===== src/rtl/serial_add_ctrl.sv =====
// Bit-serial addition sequencer driving a registered 1-bit full adder (2-cycle latency).
// Operands are fed LSB first and each step's carry is chained into the next step's Cin.
module serial_add_ctrl #(
  parameter int WIDTH = 8
) (
  input  logic             CLK,
  input  logic             RST,
  input  logic             start,
  input  logic [WIDTH-1:0] op_a,
  input  logic [WIDTH-1:0] op_b,
  input  logic             cin,
  output logic             busy,
  output logic             done,
  output logic [WIDTH-1:0] sum,
  output logic             cout,
  output logic             fa_A,
  output logic             fa_B,
  output logic             fa_Cin,
  input  logic             fa_S,
  input  logic             fa_Cout
);

  localparam int IW = (WIDTH > 1) ? $clog2(WIDTH) : 1;
  localparam logic [IW-1:0] LAST_IDX = IW'(WIDTH - 1);

  typedef enum logic [1:0] {
    S_IDLE   = 2'd0,
    S_DRIVE  = 2'd1,
    S_WAIT   = 2'd2,
    S_FINISH = 2'd3
  } state_t;

  state_t           r_state;
  state_t           w_next;
  logic [WIDTH-1:0] r_a;
  logic [WIDTH-1:0] r_b;
  logic             r_cin;
  logic [IW-1:0]    r_idx;
  logic [WIDTH-1:0] r_shadow;
  logic             r_carry_hold;
  logic             r_busy;
  logic             r_done;
  logic [WIDTH-1:0] r_sum;
  logic             r_cout;

  logic             w_fa_a;
  logic             w_fa_b;
  logic             w_fa_cin;
  logic             w_last;
  logic [IW-1:0]    w_idx_prev;
  logic [WIDTH-1:0] w_final;

  assign w_last     = (r_idx == LAST_IDX);
  assign w_idx_prev = r_idx - IW'(1);

  // Next-state decode and adder drive; WAIT reuses the carry captured during DRIVE.
  always_comb begin
    w_next   = r_state;
    w_fa_a   = 1'b0;
    w_fa_b   = 1'b0;
    w_fa_cin = 1'b0;
    case (r_state)
      S_IDLE: begin
        if (start) begin
          w_next = S_DRIVE;
        end else begin
          w_next = S_IDLE;
        end
      end
      S_DRIVE: begin
        w_fa_a = r_a[r_idx];
        w_fa_b = r_b[r_idx];
        if (r_idx == IW'(0)) begin
          w_fa_cin = r_cin;
        end else begin
          w_fa_cin = fa_Cout;
        end
        w_next = S_WAIT;
      end
      S_WAIT: begin
        w_fa_a   = r_a[r_idx];
        w_fa_b   = r_b[r_idx];
        w_fa_cin = r_carry_hold;
        if (w_last) begin
          w_next = S_FINISH;
        end else begin
          w_next = S_DRIVE;
        end
      end
      S_FINISH: begin
        w_next = S_IDLE;
      end
      default: begin
        w_next = S_IDLE;
      end
    endcase
  end

  // The last bit's sum comes straight from the adder; the lower bits from the shadow.
  always_comb begin
    w_final              = r_shadow;
    w_final[WIDTH-1]     = fa_S;
  end

  // State register plus operand, index, shadow and result registers.
  always_ff @(posedge CLK) begin
    if (RST) begin
      r_state      <= S_IDLE;
      r_a          <= '0;
      r_b          <= '0;
      r_cin        <= 1'b0;
      r_idx        <= '0;
      r_shadow     <= '0;
      r_carry_hold <= 1'b0;
      r_busy       <= 1'b0;
      r_done       <= 1'b0;
      r_sum        <= '0;
      r_cout       <= 1'b0;
    end else begin
      r_state <= w_next;
      r_busy  <= (w_next != S_IDLE);
      r_done  <= (r_state == S_FINISH);
      case (r_state)
        S_IDLE: begin
          if (start) begin
            r_a   <= op_a;
            r_b   <= op_b;
            r_cin <= cin;
            r_idx <= '0;
          end
        end
        S_DRIVE: begin
          r_carry_hold <= w_fa_cin;
          if (r_idx != IW'(0)) begin
            r_shadow[w_idx_prev] <= fa_S;
          end
        end
        S_WAIT: begin
          if (!w_last) begin
            r_idx <= r_idx + IW'(1);
          end
        end
        S_FINISH: begin
          r_sum  <= w_final;
          r_cout <= fa_Cout;
        end
        default: begin
          r_idx <= '0;
        end
      endcase
    end
  end

  assign busy   = r_busy;
  assign done   = r_done;
  assign sum    = r_sum;
  assign cout   = r_cout;
  assign fa_A   = w_fa_a;
  assign fa_B   = w_fa_b;
  assign fa_Cin = w_fa_cin;

endmodule

===== config.mk =====
export PLATFORM = sky130hd
export DESIGN_NAME = serial_add_ctrl
export DESIGN_NICKNAME = d
export VERILOG_FILES = /design/src/rtl/serial_add_ctrl.sv
export SDC_FILE = /design/constraint.sdc
export NUM_CORES = 1
export LEC_CHECK = 0
export BUFFER_PORTS_ARGS = -buffer_cell sky130_fd_sc_hd__buf_2
export CAP_MARGIN = 20
export CORE_MARGIN = 2
export CORE_UTILIZATION = 35
export CTS_CLUSTER_DIAMETER = 60
export CTS_CLUSTER_SIZE = 16
export DETAILED_ROUTE_END_ITERATION = 10
export PLACE_DENSITY_LB_ADDON = 0.05
export SLEW_MARGIN = 10
export SYNTH_ARGS = -nofsm -noshare
export SYNTH_HDL_FRONTEND = slang
export SYNTH_SLANG_ARGS = --single-unit

===== constraint.sdc =====
create_clock -name CLK -period 2.9 [get_ports CLK]
set_input_delay 0.29 -clock CLK [delete_from_list [all_inputs] [get_ports CLK]]
set_output_delay 0.29 -clock CLK [all_outputs]
set_load 0.02 [all_outputs]

==> impl_metrics.env, run 1 <==
export IMPL_status="complete, no violations"
export IMPL_synth_top_cell_area_share=0.444
export IMPL_synthCells=199
export IMPL_finalHoldViolCount=0
export IMPL_synthTopCellsByArea="dfxtp_1 44%, mux2i_1 9.2%, nand2_1 8.9%, ha_1 5.4%, a21oi_1 5.1%"
export IMPL_vias=1410
export IMPL_crit_chain="mux4_2, a22o_1, buf_2"
export IMPL_routed_wl_um=3730
export IMPL_die_w_um=76.6
export IMPL_rr_worst_depth=6
export IMPL_setup_tns_ns=0
export IMPL_avgSynthCellArea_um2=9.28
export IMPL_ys_seq_elements=41
export IMPL_layout_setup_ws_ns=0.756
export IMPL_final_cells=300
export IMPL_syn_num_nets=229
export IMPL_viasPerCell=4.70
export IMPL_port_buffers=35
export IMPL_fmax_mhz=466
export IMPL_antenna_cells=0
export IMPL_cts_tree="done"
export IMPL_synthArstFlopShare=0
export IMPL_grt_pass1_vias=1394
export IMPL_ys_types=28
export IMPL_rsz0062_at_grt="false"
export IMPL_hold_path_class="in2reg"
export IMPL_fin_skew_ns=0.00498
export IMPL_mappedNetlistArea_um2=1850
export IMPL_final_util=0.422
export IMPL_post_route_min_period_ns=2.14
export IMPL_clock_latency_ns=0.29
export IMPL_start_util=0.362
export IMPL_slew_viol_final=0
export IMPL_worstReg2RegEnd="r_shadow[3]"
export IMPL_slowest_stage="dfxtp_1"
export IMPL_overflow=0
export IMPL_coreArea_um2=5110
export IMPL_worstPathMaxFanout=11
export IMPL_drt_initial_drc_count=68
export IMPL_power_density_nw_per_um2=493
export IMPL_crit_start="r_idx[2]"
export IMPL_finalCritPeriodShare=0.739
export IMPL_final_net_count=260
export IMPL_arrival_ns=1.85
export IMPL_hold_end="r_a[6]"
export IMPL_ctsHoldBuffers=0
export IMPL_die_h_um=76.6
export IMPL_synth_most_common_cell="nand2_1"
export IMPL_clockRootBuffer="clkbuf_8"
export IMPL_post_place_ws_ns=0.988
export IMPL_r2r_slack_ns=0.99
export IMPL_grt_met1_usage=0.179
export IMPL_gp_congestion=0.727
export IMPL_ys_flop_type="dfxtp_1"
export IMPL_setup_worst_path_class="reg2out"
export IMPL_drive_gt1_frac=0.230
export IMPL_min_from="op_a[6]"
export IMPL_start_kind="flop"
export IMPL_die_area_um2=5870
export IMPL_cp_required_ns=2.61
export IMPL_clock_sinks=41
export IMPL_hold_depth=3
export IMPL_dp_hpwl_um=2620
export IMPL_relSlewSlack=0.502
export IMPL_rr_startpoint="r_idx[1]"
export IMPL_yosys_warnings=0
export IMPL_cts_buffers=5
export IMPL_seq_area_frac_synth=0.444
export IMPL_grt_use_met3=0.0427
export IMPL_power_leakage_nw=0.856
export IMPL_grt_busiest_layer="met2"
export IMPL_peakVddDrop_v=0.000187
export IMPL_drt_wirelength_per_cell_um=12.4
export IMPL_cp_top_family="flip-flops"
export IMPL_rows=26
export IMPL_syn_to_final_growth_pct=16.7
export IMPL_slowest_delay_ns=0.61
export IMPL_met2_usage=0.210
export IMPL_max_slew_worst_pin_slew_ns=0.746
export IMPL_antenna_found_initial=0
export IMPL_crit_cells=3
export IMPL_synth_enable_flop_cells=0
export IMPL_crit_buf_inv=1
export IMPL_setup_viol=0
export IMPL_cap_violations=0
export IMPL_path_clk_slew_ns=0.07
export IMPL_grt_use_total=0.136
export IMPL_post_route_drc_count=0
export IMPL_antenna_left=0
export IMPL_grt_pass1_wl_um=6510
export IMPL_dp_cells=293
export IMPL_ios=36
export IMPL_first_pass_iters=4
export IMPL_yosys_top_cells_count="44 x nand2_1, 41 x dfxtp_1, 19 x a21oi_1"
export IMPL_cts_repair_resized=0
export IMPL_synth_top_cell_by_area="dfxtp_1"
export IMPL_end_kind="output pin"
export IMPL_grt_max_degree=41
export IMPL_cts_setup_buffers=0
export IMPL_fillers=542
export IMPL_cts_htree_levels=2
export IMPL_cts_buffer_depth=2
[layout make-up]
class / instances / area, µm² / share of cell area
flip-flops and latches: 41 / 821 / 0.381
well taps: 70 / 87.6 / 0.0407
clock buffers: 7 / 86.3 / 0.0401
inverters: 6 / 22.5 / 0.0105
multi-input cells: 140 / 955 / 0.443
repair buffers: 36 / 183 / 0.0848
[cell usage in the layout, fill, tap and decap left out, drive strengths merged, types with 3 or more instances in the layout]
cell type / synthesis / final
mux4: 4 / 4
buf: 7 / 36
dfxtp: 41 / 41
nor2b: 5 / 5
o2111ai: 3 / 3
a21oi: 19 / 19
ha: 8 / 8
mux2i: 17 / 17
clkbuf: 5 / 7
nand2: 44 / 44
inv: 6 / 6
nor2: 18 / 18
[worst max path at each step]
stage	endpoint	slack [ns]
5_1_grt	fa_Cin	0.60
6_report	fa_A	0.76
2_1_floorplan	fa_Cin	0.74
3_3_place_gp	r_shadow[1]	1.04
3_5_place_dp	r_shadow[3]	0.99
4_1_cts	fa_A	0.74
[flip-flops by register name, summed over array words and instances, names as in the netlist]
signal and flops:
r_a 8, r_b 8, sum 8, r_shadow 7, r_idx 3, r_state 2, busy 1, cout 1
done 1, r_carry_hold 1, r_cin 1
[cells by family after synthesis]
group	count (synthesis)	synth area share
buffers and inverters	18	0.0386
AND/OR/NAND/NOR	78	0.183
multiplexers	23	0.153
XOR/XNOR	1	0.00474
flip-flops	41	0.444
adder cells (fa/ha/maj)	8	0.0542
AO/OA/AOI/OAI	30	0.122
[stage by stage]
| stage | cell area, µm² | hold slack, ns | power, mW |
|---|---|---|---|
| after floorplan | 1850 | 0.369 | 0.674 |
| after global placement | 2070 | 0.445 | 0.705 |
| after detailed placement | 2070 | 0.450 | 0.708 |
| after CTS | 2150 | 0.223 | 1.08 |
| after global routing | 2150 | 0.229 | 1.12 |
| final | 2150 | 0.234 | 1.06 |
[power by group]
part           internal, mW  switching [mW]  total, mW
sequential            0.582          0.0101      0.592
clock                 0.189           0.179      0.368
combinational        0.0409          0.0605      0.101
total                 0.811           0.250       1.06
[worst min-delay path: stages]
cell and delay, ns:
buf_2 0.09, nand2_1 0.04, a21oi_1 0.05
[routing by layer]
layer,vias to the layer above,wire (µm)
met1,647,1890
met4,0,53
li1,733,-
met5,-,0
met3,6,180
met2,24,1600
No activity file was read; power rests on OpenSTA's default activity.
==> run 2, diff against run 1 <==
==> constraint.sdc (replaced) <==
create_clock -name CLK -period 2.03 [get_ports CLK]
set_input_delay 0.203 -clock CLK [delete_from_list [all_inputs] [get_ports CLK]]
set_output_delay 0.203 -clock CLK [all_outputs]
set_load 0.02 [all_outputs]
==> impl_metrics.env, run 2 (synthesized netlist as in run 1, its figures left out) <==
export IMPL_status="complete, no violations"
export IMPL_start_kind="flop"
export IMPL_viasPerCell=4.81
export IMPL_antenna_left=0
export IMPL_power_leakage_nw=0.874
export IMPL_peakVddDrop_v=0.000373
export IMPL_antenna_found_initial=0
export IMPL_syn_to_final_growth_pct=18.8
export IMPL_post_route_drc_count=0
export IMPL_worstPathMaxFanout=5
export IMPL_clockRootBuffer="clkbuf_8"
export IMPL_drive_gt1_frac=0.267
export IMPL_drt_wirelength_per_cell_um=12.7
export IMPL_die_h_um=76.6
export IMPL_slew_viol_final=0
export IMPL_grt_use_total=0.142
export IMPL_slowest_stage="dfxtp_1"
export IMPL_finalCritPeriodShare=0.950
export IMPL_cts_buffer_depth=2
export IMPL_crit_chain="inv_1, ha_1, and2_1, a22o_1, buf_2"
export IMPL_die_w_um=76.6
export IMPL_setup_tns_ns=0
export IMPL_hold_path_class="in2reg"
export IMPL_grt_pass1_wl_um=6620
export IMPL_layout_common_cells="44 x nand2_1, 39 x dfxtp_1, 34 x buf_2, 19 x a21oi_1, 18 x nor2_1"
export IMPL_overflow=0
export IMPL_slowest_delay_ns=0.39
export IMPL_cap_violations=0
export IMPL_clock_sinks=41
export IMPL_max_slew_worst_pin_slew_ns=0.626
export IMPL_power_density_nw_per_um2=718
export IMPL_placed_area_um2=2080
export IMPL_cts_buffers=5
export IMPL_routed_wl_um=3830
export IMPL_cts_tree="done"
export IMPL_end_kind="output pin"
export IMPL_vias=1454
export IMPL_dp_hpwl_um=2680
export IMPL_setup_viol=0
export IMPL_grt_max_degree=29
export IMPL_cts_htree_levels=2
export IMPL_post_route_min_period_ns=1.93
export IMPL_cts_setup_buffers=0
export IMPL_fmax_mhz=518
export IMPL_finalHoldViolCount=0
export IMPL_gp_congestion=0.702
export IMPL_final_common_cell="nand2_1"
export IMPL_cp_top_family="flip-flops"
export IMPL_path_clk_slew_ns=0.08
export IMPL_antenna_cells=0
export IMPL_crit_buf_inv=2
export IMPL_setup_worst_path_class="reg2out"
export IMPL_coreArea_um2=5110
export IMPL_rows=26
export IMPL_relSlewSlack=0.582
export IMPL_r2r_slack_ns=0.19
export IMPL_cp_required_ns=1.83
export IMPL_rsz0062_at_grt="false"
export IMPL_drt_initial_drc_count=100
export IMPL_final_net_count=261
export IMPL_ios=36
export IMPL_port_buffers=35
export IMPL_clock_latency_ns=0.29
export IMPL_first_pass_iters=4
export IMPL_start_util=0.362
export IMPL_final_area_um2=2190
export IMPL_arrival_ns=1.73
export IMPL_die_area_um2=5870
export IMPL_fin_skew_ns=0.00259
export IMPL_grt_pass1_vias=1400
[run 2: changes by cell type in the layout (fill, tap and decap cells not counted), sizes merged]
cell    change
clkinv      +1
buf         +1
[run 2: per-layer routing]
metal / GRT usage / share of wire / wire length (µm) / vias to the layer above
li1: - / - / - / 737
met1: 0.185 / 0.48 / 1840 / 674
met2: 0.220 / 0.45 / 1730 / 39
met3: 0.0569 / 0.056 / 214 / 4
met4: 0.0382 / 0.011 / 43 / 0
met5: 0 / 0 / 0 / -
[run 2: timing repair]
item / 4_1_cts / 5_1_grt
hold endpoints to repair: 0 / 0
cloned: 0 / 0
pin swaps: 0 / 0
resized for setup: 1 / 8
hold buffers: 0 / 0
endpoints found under the setup margin: 2 / 2
[run 2: cell type report]
| cell class | instances | area [µm²] |
|---|---|---|
| tap | 70 | 87.6 |
| sequential | 41 | 823 |
| clock inverter | 1 | 5.00 |
| timing repair buffer | 37 | 196 |
| multi-input combinational | 140 | 962 |
| clock buffer | 7 | 96.3 |
| inverter | 6 | 22.5 |
| fill | 554 | 2910 |
[run 2: final timing paths]
kind | to | cells after the start | from
worst max register to register | r_shadow[3] | 6 | r_idx[1]
worst min register to register | r_a[2] | 2 | r_a[2]
worst min-delay path | r_b[6] | 3 | op_b[6]
worst max-delay path | fa_A | 5 | r_state[0]
[run 2: where the power goes]
group	total (mW)	internal [mW]	switching (mW)
sequential	0.845	0.831	0.0145
clock	0.581	0.307	0.274
combinational	0.149	0.0611	0.0884
[run 2: worst min-delay path: stages]
cell	delay, ns
buf_2	0.09
nand2_1	0.04
a21oi_1	0.05
[run 2: per-stage QoR]
step | hold WS, ns | cells | setup WS, ns | utilization | total power [mW]
finish | 0.146 | 302 | 0.101 | 0.429 | 1.58
floorplan | 0.282 | 199 | 0.0290 | - | 0.963
detailed placement | 0.448 | 294 | 0.143 | 0.406 | 1.01
CTS | 0.130 | 302 | 0.00227 | 0.427 | 1.61
global placement | 0.443 | 294 | 0.205 | 0.406 | 1.01
global route | 0.128 | 302 | 0.00924 | 0.429 | 1.66
==> run 3, diff against run 2 <==
--- a/config.mk
+++ b/config.mk
@@ -12,7 +12,7 @@
 export CTS_CLUSTER_DIAMETER = 60
 export CTS_CLUSTER_SIZE = 16
 export DETAILED_ROUTE_END_ITERATION = 10
-export PLACE_DENSITY_LB_ADDON = 0.05
+export PLACE_DENSITY_LB_ADDON = 0.2
 export SLEW_MARGIN = 10
 export SYNTH_ARGS = -nofsm -noshare
 export SYNTH_HDL_FRONTEND = slang
==> impl_metrics.env, run 3 (synthesized netlist as in run 1, its figures left out) <==
export IMPL_status="complete, no violations"
export IMPL_worstPathMaxFanout=12
export IMPL_multi_input_area_um2=960
export IMPL_power_leakage_nw=0.874
export IMPL_end_kind="output pin"
export IMPL_rows=26
export IMPL_finalCritPeriodShare=0.971
export IMPL_finalHoldViolCount=0
export IMPL_syn_to_final_growth_pct=18.6
export IMPL_worstReg2RegEnd="r_shadow[1]"
export IMPL_drt_wirelength_per_cell_um=11.8
export IMPL_relSlewSlack=0.607
export IMPL_setup_viol=0
export IMPL_rr_worst_depth=6
export IMPL_final_net_count=264
export IMPL_arrival_ns=1.77
export IMPL_max_slew_worst_pin_slew_ns=0.590
export IMPL_grt_use_total=0.136
export IMPL_drt_initial_drc_count=33
export IMPL_peakVddDrop_v=0.000378
export IMPL_fin_skew_ns=0.00417
export IMPL_grt_max_degree=22
export IMPL_antenna_cells=0
export IMPL_post_route_min_period_ns=1.97
export IMPL_antenna_left=0
export IMPL_clockRootBuffer="clkbuf_8"
export IMPL_cts_buffer_depth=2
export IMPL_routed_wl_um=3580
export IMPL_dp_hpwl_um=2530
export IMPL_layout_common_cells="44 x nand2_1, 39 x dfxtp_1, 34 x buf_2, 19 x a21oi_1, 18 x nor2_1"
export IMPL_clock_sinks=41
export IMPL_r2r_slack_ns=0.21
export IMPL_power_density_nw_per_um2=682
export IMPL_antenna_found_initial=0
export IMPL_cts_tree="done"
export IMPL_ios=36
export IMPL_start_util=0.362
export IMPL_fillers=525
export IMPL_slew_viol_final=0
export IMPL_gp_congestion=0.698
export IMPL_cts_htree_levels=2
export IMPL_setup_worst_path_class="reg2out"
export IMPL_post_route_drc_count=0
export IMPL_cts_setup_buffers=0
export IMPL_first_pass_iters=4
export IMPL_path_clk_slew_ns=0.07
export IMPL_grt_pass1_vias=1314
export IMPL_die_h_um=76.6
export IMPL_overflow=0
export IMPL_seq_area_um2=826
export IMPL_cts_buffers=5
export IMPL_fmax_mhz=507
export IMPL_clock_latency_ns=0.28
export IMPL_viasPerCell=4.62
export IMPL_fin_total_pwr_mw=1.49
export IMPL_port_buffers=35
export IMPL_start_kind="flop"
export IMPL_hold_path_class="in2reg"
export IMPL_drive_gt1_frac=0.255
export IMPL_coreArea_um2=5110
export IMPL_grt_pass1_wl_um=6350
export IMPL_final_util=0.429
export IMPL_rr_startpoint="r_idx[0]"
export IMPL_die_area_um2=5870
export IMPL_crit_end="fa_B"
export IMPL_crit_start="r_idx[0]"
export IMPL_cp_required_ns=1.83
export IMPL_vias=1410
export IMPL_final_common_cell="nand2_1"
export IMPL_die_w_um=76.6
export IMPL_rsz0062_at_grt="true"
export IMPL_cap_violations=0
[run 3: worst min path at each step]
stage	end	depth (start not counted)	slack (ns)	from
finish	r_b[0]	3	0.15	op_b[0]
global route	r_b[6]	3	0.15	op_b[6]
CTS	r_b[4]	3	0.14	op_b[4]
detailed placement	r_a[1]	2	0.45	r_a[1]
global placement	r_b[3]	2	0.44	r_b[3]
floorplan	r_state[0]	1	0.28	RST
[run 3: worst max-delay path, cell delays in order (launching register included)]
cell	delay, ns
dfxtp_1	0.33
buf_4	0.24
mux4_2	0.54
a22o_1	0.22
buf_2	0.16
[run 3: metrics by stage]
step | worst slack (ns) | hold WS, ns | cell area, µm² | TNS, ns | instances
5_1_grt | -0.00649 | 0.148 | 2190 | -0.00975 | 305
3_5_place_dp | 0.162 | 0.447 | 2100 | 0 | 297
2_1_floorplan | 0.0290 | 0.282 | 1850 | 0 | 199
6_report | 0.0589 | 0.152 | 2190 | 0 | 305
3_3_place_gp | 0.198 | 0.444 | 2100 | 0 | 297
4_1_cts | 0.0207 | 0.141 | 2180 | 0 | 305
[run 3: cell type report]
| class | instances | share of cell area |
|---|---|---|
| Multi-Input combinational cell | 140 | 0.438 |
| Sequential cell | 41 | 0.377 |
| Timing Repair Buffer | 40 | 0.0982 |
| Tap cell | 70 | 0.0400 |
| Clock buffer | 8 | 0.0366 |
| Inverter | 6 | 0.0103 |
[run 3: metal layers]
metal	wire [µm]	up-vias	global-route usage
li1	-	745	-
met1	1970	634	0.204
met2	1410	27	0.177
met3	143	4	0.0379
met4	55	0	0.0600
met5	0	-	0
[run 3: power by group]
part	total, mW	switching (mW)	internal, mW	leakage [nW]
clock	0.500	0.256	0.244	0.0395
combinational	0.152	0.0884	0.0632	0.499
sequential	0.842	0.0129	0.830	0.335
total	1.49	0.357	1.14	0.874
[run 3: repair_timing]
item                       CTS  global route
setup endpoints to repair    1             2
pin swaps                    0             0
resized for setup            1             6
hold buffers                 0             0
